--- config.mk ---
export PLATFORM = sky130hd
export DESIGN_NAME = matrix_keypad_scanner
export DESIGN_NICKNAME = d
export VERILOG_FILES = /design/src/rtl/matrix_keypad_scanner.sv
export SDC_FILE = /design/constraint.sdc
export NUM_CORES = 1
export LEC_CHECK = 0
export ABC_AREA = 1
export CORE_MARGIN = 2
export CORE_UTILIZATION = 50
export DETAILED_ROUTE_END_ITERATION = 10
export HOLD_SLACK_MARGIN = 0.12
export MAX_ROUTING_LAYER = met4
export PLACE_DENSITY_LB_ADDON = 0.25
export SLEW_MARGIN = 40
export SYNTH_ARGS = -nofsm -noshare
export SYNTH_HDL_FRONTEND = slang
export SYNTH_SLANG_ARGS = --single-unit
--- constraint.sdc ---
create_clock -name clk -period 2.83 [get_ports clk]
set_input_delay 0.849 -clock clk [delete_from_list [all_inputs] [get_ports clk]]
set_output_delay 0.849 -clock clk [all_outputs]
set_load 0.02 [all_outputs]
--- src/rtl/matrix_keypad_scanner.sv ---
// matrix_keypad_scanner: debounced ROWSxCOLS keypad scanner with press/release event FIFO (clk, reset, row in; col, ev_valid/ev_code/ev_release out with ev_ready; pressed, held_code, overflow status)
module matrix_keypad_scanner #(
  parameter int ROWS = 4,
  parameter int COLS = 4,
  parameter int SCAN_DIV = 1000,
  parameter int DEBOUNCE = 4,
  parameter int FIFO_DEPTH = 4,
  localparam int CW = $clog2(ROWS*COLS)
) (
  input  logic            clk,
  input  logic            reset,
  input  logic [ROWS-1:0] row,
  output logic [COLS-1:0] col,
  output logic            ev_valid,
  input  logic            ev_ready,
  output logic [CW-1:0]   ev_code,
  output logic            ev_release,
  output logic            pressed,
  output logic [CW-1:0]   held_code,
  output logic            overflow
);
  localparam int RW = ROWS > 1 ? $clog2(ROWS) : 1;
  localparam int KW = $clog2(COLS);
  localparam int DW = $clog2(SCAN_DIV);
  localparam int NW = $clog2(DEBOUNCE+1);
  localparam int PW = $clog2(FIFO_DEPTH);
  typedef enum logic [1:0] {SCAN, DEB_PRESS, HELD, DEB_REL} state_t;
  state_t r_state, w_state;
  logic [DW-1:0] r_dwell;
  logic [KW-1:0] r_col_idx, w_col_idx, w_col_adv;
  logic [RW-1:0] r_row_idx, w_row_idx, w_low_row;
  logic [NW-1:0] r_cnt, w_cnt, w_cnt_inc;
  logic [COLS-1:0] r_col;
  logic r_pressed, r_overflow;
  logic [CW-1:0] r_held_code, w_push_code;
  logic w_sample, w_confirm, w_push, w_push_rel, w_pop, w_full, w_wr;
  logic [CW:0] r_mem [FIFO_DEPTH];
  logic [PW-1:0] r_wp, r_rp;
  logic [PW:0] r_count;
  assign w_sample = r_dwell == DW'(SCAN_DIV-1);
  assign w_col_adv = r_col_idx == KW'(COLS-1) ? '0 : r_col_idx + 1'b1;
  assign w_cnt_inc = r_cnt + 1'b1;
  assign w_confirm = w_cnt_inc == NW'(DEBOUNCE);
  assign w_push_code = CW'(w_row_idx) * CW'(COLS) + CW'(r_col_idx);
  assign w_pop = ev_valid && ev_ready;
  assign w_full = r_count == (PW+1)'(FIFO_DEPTH);
  assign w_wr = w_push && (!w_full || w_pop);
  assign col = r_col;
  assign pressed = r_pressed;
  assign held_code = r_held_code;
  assign overflow = r_overflow;
  assign ev_valid = r_count != '0;
  assign ev_code = ev_valid ? r_mem[r_rp][CW-1:0] : '0;
  assign ev_release = ev_valid && r_mem[r_rp][CW];
  always_comb begin
    w_low_row = '0;
    for (int i = ROWS-1; i >= 0; i--)
      if (!row[i]) w_low_row = RW'(i);
  end
  always_comb begin
    w_state = r_state;
    w_col_idx = r_col_idx;
    w_row_idx = r_row_idx;
    w_cnt = r_cnt;
    w_push = 1'b0;
    w_push_rel = 1'b0;
    if (w_sample)
      case (r_state)
        SCAN:
          if (&row) w_col_idx = w_col_adv;
          else begin
            w_row_idx = w_low_row;
            w_cnt = NW'(1);
            w_push = DEBOUNCE == 1;
            w_state = DEBOUNCE == 1 ? HELD : DEB_PRESS;
          end
        DEB_PRESS:
          if (row[r_row_idx]) begin
            w_state = SCAN;
            w_col_idx = w_col_adv;
          end else begin
            w_cnt = w_cnt_inc;
            w_push = w_confirm;
            w_state = w_confirm ? HELD : DEB_PRESS;
          end
        HELD:
          if (row[r_row_idx]) begin
            w_cnt = NW'(1);
            w_push = DEBOUNCE == 1;
            w_push_rel = 1'b1;
            w_state = DEBOUNCE == 1 ? SCAN : DEB_REL;
            w_col_idx = DEBOUNCE == 1 ? w_col_adv : r_col_idx;
          end
        DEB_REL:
          if (row[r_row_idx]) begin
            w_cnt = w_cnt_inc;
            w_push = w_confirm;
            w_push_rel = 1'b1;
            w_state = w_confirm ? SCAN : DEB_REL;
            w_col_idx = w_confirm ? w_col_adv : r_col_idx;
          end else w_state = HELD;
        default: w_state = SCAN;
      endcase
  end
  always_ff @(posedge clk) begin
    if (reset) begin
      r_state <= SCAN;
      r_dwell <= '0;
      r_col_idx <= '0;
      r_row_idx <= '0;
      r_cnt <= '0;
      r_col <= ~COLS'(1);
      r_pressed <= 1'b0;
      r_held_code <= '0;
      r_overflow <= 1'b0;
      r_wp <= '0;
      r_rp <= '0;
      r_count <= '0;
    end else begin
      r_state <= w_state;
      r_dwell <= w_sample ? '0 : r_dwell + 1'b1;
      r_col_idx <= w_col_idx;
      r_row_idx <= w_row_idx;
      r_cnt <= w_cnt;
      r_col <= ~(COLS'(1) << w_col_idx);
      if (w_push) begin
        r_pressed <= !w_push_rel;
        r_held_code <= w_push_rel ? '0 : w_push_code;
      end
      if (w_push && !w_wr) r_overflow <= 1'b1;
      if (w_wr) r_wp <= r_wp + 1'b1;
      if (w_pop) r_rp <= r_rp + 1'b1;
      r_count <= r_count + {{PW{1'b0}}, w_wr} - {{PW{1'b0}}, w_pop};
    end
  end
  always_ff @(posedge clk)
    if (w_wr) r_mem[r_wp] <= {w_push_rel, w_push_code};
endmodule

=== Yosys cells after proc, flatten, opt, wreduce, memory -nomap -nowiden ===
Memories as Yosys holds them, arrays and structs flattened. A register that Yosys moved wholly into a read port is not among the register bits.
Cells that the tools add are included.

* Register bits after elaboration: 36
* Bits in writable memories: 20
* Word-level logic and storage cells: 92
* Memories: 1

* Add/subtract/negate cells: 8
* $lt $le $gt $ge: 1
* Equal/unequal tests: 11
* Shift operators: 1
* Multiplexer cells: 41
* Bitwise gates (word level): 1
* Reductions and logical operators: 16

{| class="wikitable"
|+ Memory list
! memory !! words !! bits a word !! read ports !! clocked after Yosys merged registers in !! wr ports !! RTL line !! source
|-
| r_mem || 4 || 5 || 1 || 1 || 1 || 37 || <nowiki>logic [CW:0] r_mem [FIFO_DEPTH];</nowiki>
|}

{| class="wikitable"
|+ Operator list
! operator !! count
|-
| 2-bit two-way mux || 21
|-
| 2-bit case mux with 4 select lines || 2
|-
| 3-bit two-way mux || 4
|-
| 3-bit case mux with 4 select lines || 1
|-
| 10-bit by 1-bit adder with 10-bit output, second input constant || 1
|-
| 10-bit equality test, second input constant || 1
|-
| 1-bit two-way mux || 9
|-
| 4-bit two-way mux || 2
|-
| 2-bit inequality test, second input constant || 4
|-
| 2-bit by 1-bit adder with 2-bit output, second input constant || 3
|-
| 2-bit equality test, second input constant || 3
|-
| 3-bit equality test, second input constant || 2
|-
| 2-bit OR reduction || 3
|-
| 5-bit AND reduction || 1
|-
| 4-bit by 2-bit adder with 4-bit output || 1
|-
| 1-bit logical AND || 4
|-
| 4-bit NOT || 1
|-
| 4-bit AND reduction || 1
|-
| 1-bit by 2-bit left shift with 4-bit output, first input constant || 1
|-
| 3-bit by 1-bit adder with 3-bit output || 1
|-
| 3-bit by 1-bit adder with 3-bit output, second input constant || 1
|-
| 1-bit logical NOT || 3
|-
| 2-bit by 3-bit less-than comparator with 1-bit output, second input constant || 1
|-
| 1-bit case mux with 3 select lines || 1
|-
| other kinds (7) || 7
|}

=== Logic depth before layout (Yosys ltp) ===
Gate-level depths: netlist of the first run.

* Depth after elaboration: 9
* Depth in mapped cells: 13
* Mapped depth without buffers: 13

=== Least setup slack after synthesis of the first run ===
OpenSTA, ideal clock, no wires.

* Path kind: input to register
* Start point: input row[3]
* End point: register r_count[2]
* Setup time: 119 ps
* Arrival: 2177 ps
* Required time: 2711 ps
* Path slack: 534 ps
* Stages on the path: 11
* Cells stage by stage: nand2_1 nand3_1 nand2_2 nand2_4 nand2_2 nand3_4 inv_1 ha_1 fa_1 xnor2_1 nor2_1

* Longest elaborated chain between the ends: 8
* Elaborated cells between the ends (all ways): 9

{| class="wikitable"
|+ Ends and longest elaborated chain
! element !! RTL line !! source
|-
| start, declared || 12 || <nowiki>input logic [ROWS-1:0] row,</nowiki>
|-
| 1-bit binary-select mux with 2-bit select * || 78, 95 ||
|-
| 1-bit two-way mux (implied by the code) * || 78, 95 ||
|-
| 1-bit two-way mux (on tied branches) || 95, 78 ||
|-
| 1-bit case mux with 3 select lines * || 68 || <nowiki>case (r_state)</nowiki>
|-
| 1-bit two-way mux * || 67 || <nowiki>if (w_sample)</nowiki>
|-
| 1-bit logical AND * || 47 || <nowiki>assign w_wr = w_push && (!w_full || w_pop);</nowiki>
|-
| net w_wr || 36 || <nowiki>logic w_sample, w_confirm, w_push, w_push_rel, w_pop, w_full, w_wr;</nowiki>
|-
| 3-bit by 1-bit adder with 3-bit output * || 133 || <nowiki>r_count <= r_count + {{PW{1'b0}}, w_wr} - {{PW{1'b0}}, w_pop};</nowiki>
|-
| 3-bit by 1-bit subtractor with 3-bit output * || 133 ||
|-
| end signal, assigned || 133 ||
|-
| end, declared || 39 || <nowiki>logic [PW:0] r_count;</nowiki>
|}

The timed path passes the listed nets; every way through them passes the cells marked *. The select of a mux whose other input is x is not followed.
A chain may end at the register's enable or synchronous reset.

==> metrics.md, run 1 <==
| Metric | Value |
|---|---|
| Status | `complete, no violations` |
| PwrDens | `669 nW/µm²` |
| Place WS | `34.0 ps` |
| Initial core utilization | `51.7%` |
| Leak pwr | `about 1.5 nW` |
| Hold Startpoint | `overflow$_SDFFE_PP0P_` |
| IO buf count | `22` |
| Final WL | `5.38 mm` |
| Setup Viol. Count Final | `0` |
| Post-synth top area share | `26.7%` |
| Critical path class | `flop to output pin` |
| Worst VDD drop | `0.000456 V` |
| Worst reg-to-reg path cell count | `10` |
| Worst r2r dst | `r_count[2]$_SDFF_PP0_` |
| Critical R2R Launch | `r_count[1]$_SDFF_PP0_` |
| Slew Limit Headroom | `68.7%` |
| GRT overflow | `0` |
| DR vias | `roughly 2200` |
| CTS sink cnt | `58` |
| Finished Layout Cells | `461` |
| H-tree depth | `3` |
| Synthesized flop and latch total | `58` |
| Largest net degree at the start of global routing | `15` |
| TritonCTS buffer count | `9` |
| Maximum fanout along the worst path | `11` |
| Routability cong. | `0.875` |
| Nets | `402` |
| I/O pin count | `23` |
| Syn nets | `roughly 370` |
| Number of setup buffers added after CTS | `0` |
| FFs w/ async S/R, synth | `0%` |
| Cells after synthesis | `348` |
| Util after Layout | `62.3%` |
| Vias in the first global route | `between 2000 and 2500` |
| Initial antenna violation count | `0` |
| Crit share post-route | `97.7%` |
| Fill count | `484` |
| Post-synth EDFFs | `20` |
| Pre-antenna DRT Iters | `4` |
| Warning count from the yosys run | `0` |
| Die area | `between 6000 and 7000 µm²` |
| Synthesized area | `2850 µm²` |
| Per-instance average area after synthesis | `roughly 8.2 µm²` |
| Clock skew | `7.12 ps` |
| Most common cell in the netlist | `nand2_1` |
| Post-synth top flop | `dfxtp_1` |
| Fin. Hold Viols | `0` |
| Die Ht | `79.5 µm` |
| Horiz. Die Dim | `79.5 µm` |
| Pins over their slew limit | `0` |
| Area grow syn2layout | `20.6%` |
| Hold depth | `2` |
| CP Capture Type | `output pin` |
| Commonest cells post-synth | `nand2_1 (67), nor2_1 (62), inv_1 (49)` |
| Hold EP | `overflow$_SDFFE_PP0P_` |
| F_max | `roughly 360 MHz` |
| Clock buffer depth | `2` |
| Row count | `27` |
| Tot GR Track Use | `19.7%` |
| CTS clock-pin slew for the worst setup and hold paths | `70 ps` |
| Final HPWL DP | `around 4.0 mm` |
| Clock root buffer | `clkbuf_8` |
| CTS tree | `done` |
| Slowest-stage cell, CP | `clkdlybuf4s50_1` |
| Ant. Diodes | `0` |
| Core region area | `5510 µm²` |
| Worst setup SP type | `flop` |
| Post-layout min period | `2770 ps` |
| Iteration-0 DRC Markers | `85` |
| Per-cell routed wire length | `between 10 and 15 µm` |
| Reg2Reg Setup Slack | `780 ps` |
| Layout cells sized above 1 | `13.4%` |
| Min-delay worst type | `flop to flop` |
| Data arrival time of the worst path | `1920 ps` |
| Slew @ Worst Pin | `469 ps` |
| Largest cells by area after synthesis | `dfxtp_1 (27%), edfxtp_1 (21%), nand2_1 (8.8%), nor2_1 (8.2%), inv_1 (6.5%)` |
| Later-pin clock latency in the skew report | `about 330 ps` |
| Synth area leader | `dfxtp_1` |
| Max-cap viol count | `0` |
| Placed insts | `around 450` |
| Yosys cell types | `33` |
| PnR worst setup slack | `63.8 ps` |
| Via density | `4.82` |
| DRT antenna net count | `0` |
| Req. time, crit path | `1980 ps` |
| DR DRC count | `0` |
| Critical path's largest stage delay | `640 ps` |
| Cells along the critical path | `inv_1, o21ai_0, a21oi_1, clkdlybuf4s50_1` |
| Sequential element share of the synthesized area | `47.8%` |
| First-pass GRT wire length | `9.23 mm` |
==> logic make-up after synthesis <==
| kind of cell | synth area share, % |
|---|---|
| fa+ha+maj | 5.10 |
| buf+inv | 7.74 |
| xor+xnor | 1.54 |
| simple gates | 31.0 |
| flops | 47.8 |
| compound gates | 6.81 |
==> layer usage <==
layer	vias up	part of all wire, %	wire (µm)	GRT usage (%)
met5	-	0	0	-
met4	0	1.5	81	8.62
met3	9	3.3	175	5.43
met2	33	51	2730	32.9
met1	1010	44	2390	22.2
li1	1172	-	-	-
==> layout make-up <==
class                      instances  area, µm²  share of cell area (%)
clock buffer                       9        124                    3.61
clock inverter                     7        108                    3.14
inverter                          53        203                    5.91
multi-input combinational        233       1260                    36.9
sequential                        58       1360                    39.7
tap                               72       90.1                    2.62
timing repair buffer              29        280                    8.17
==> placed cells by master (no fill, tap or decap), drive strengths merged <==
cell / n
edfxtp: 20
nand3: 21
a21boi: 1
clkinv: 6
nor3: 4
xor2: 2
dfxtp: 38
a21oi: 18
xnor2: 3
inv: 51
nor2: 71
o21ai: 17
nand2: 77
clkbuf: 9
dlymetal6s2s: 3
bufinv: 3
fa: 1
nor4: 1
buf: 7
clkdlybuf4s50: 19
nand3b: 1
nand4: 6
ha: 10
==> power breakdown <==
group	switching (W)	internal, W
registers	0.0000386	0.000894
logic	0.000269	0.000202
clock network	0.000318	0.000575
total	0.000626	0.00167
==> timing repair <==
item | in CTS | in global routing
endpoints found under the setup margin | 2 | 3
hold endpoints to repair | 0 | 0
hold buffers | 0 | 0
gates resized for setup | 1 | 3
==> metrics by stage <==
stage,power (W),hold slack [ps],setup TNS [ps],area [µm²]
floorplan,0.00123,418,0,2850
global placement,0.00141,430,0,3190
detailed placement,0.00143,438,0,3190
CTS,0.00233,454,0,3420
global route,0.00241,471,-46.3,3430
finish,0.00230,451,0,3430
==> worst max-delay path by stage <==
| stage | cells after the start | end | from |
|---|---|---|---|
| floorplan | 11 | r_count[2]$_SDFF_PP0_ | row[3] |
| finish | 4 | ev_code[0] | flop |
| global placement | 12 | r_count[2]$_SDFF_PP0_ | row[3] |
| detailed placement | 13 | r_count[2]$_SDFF_PP0_ | row[3] |
| global route | 4 | ev_code[0] | flop |
| CTS | 5 | ev_code[3] | flop |
==> sequential cells by signal (all words and copies together) (netlist names), named ones only <==
| register | cells |
|---|---|
| r_cnt | 3 |
| r_col_idx | 2 |
| overflow | 1 |
| r_row_idx | 2 |
| pressed | 1 |
| r_state | 2 |
| held_code | 4 |
| r_rp | 2 |
| r_dwell | 10 |
| r_count | 3 |
| r_mem | 20 |
| col | 4 |
| r_wp | 2 |
==> worst max-delay path: cells and delay by family (launching register included) <==
| kind | cells | cell delay [ps] |
|---|---|---|
| flops | 1 | 380 |
| buf+inv | 2 | 860 |
| compound gates | 2 | 350 |
Power figures use the tool's default switching activity.
==> run 2: changes to the inputs <==
--- a/config.mk
+++ b/config.mk
@@ -6,6 +6,7 @@
 export NUM_CORES = 1
 export LEC_CHECK = 0
 export ABC_AREA = 1
+export ABC_CLOCK_PERIOD_IN_PS = 2830
 export CORE_MARGIN = 2
 export CORE_UTILIZATION = 50
 export DETAILED_ROUTE_END_ITERATION = 10
==> results of run 2 <==
Same layout as run 1: the final DEF is identical, and so are final timing and power.
==> run 3: changes to the inputs <==
--- a/config.mk
+++ b/config.mk
@@ -13,7 +13,6 @@
 export HOLD_SLACK_MARGIN = 0.12
 export MAX_ROUTING_LAYER = met4
 export PLACE_DENSITY_LB_ADDON = 0.25
-export SLEW_MARGIN = 40
 export SYNTH_ARGS = -nofsm -noshare
 export SYNTH_HDL_FRONTEND = slang
 export SYNTH_SLANG_ARGS = --single-unit
==> results of run 3 <==
Same layout as run 1: the final DEF is identical, and so are final timing and power.
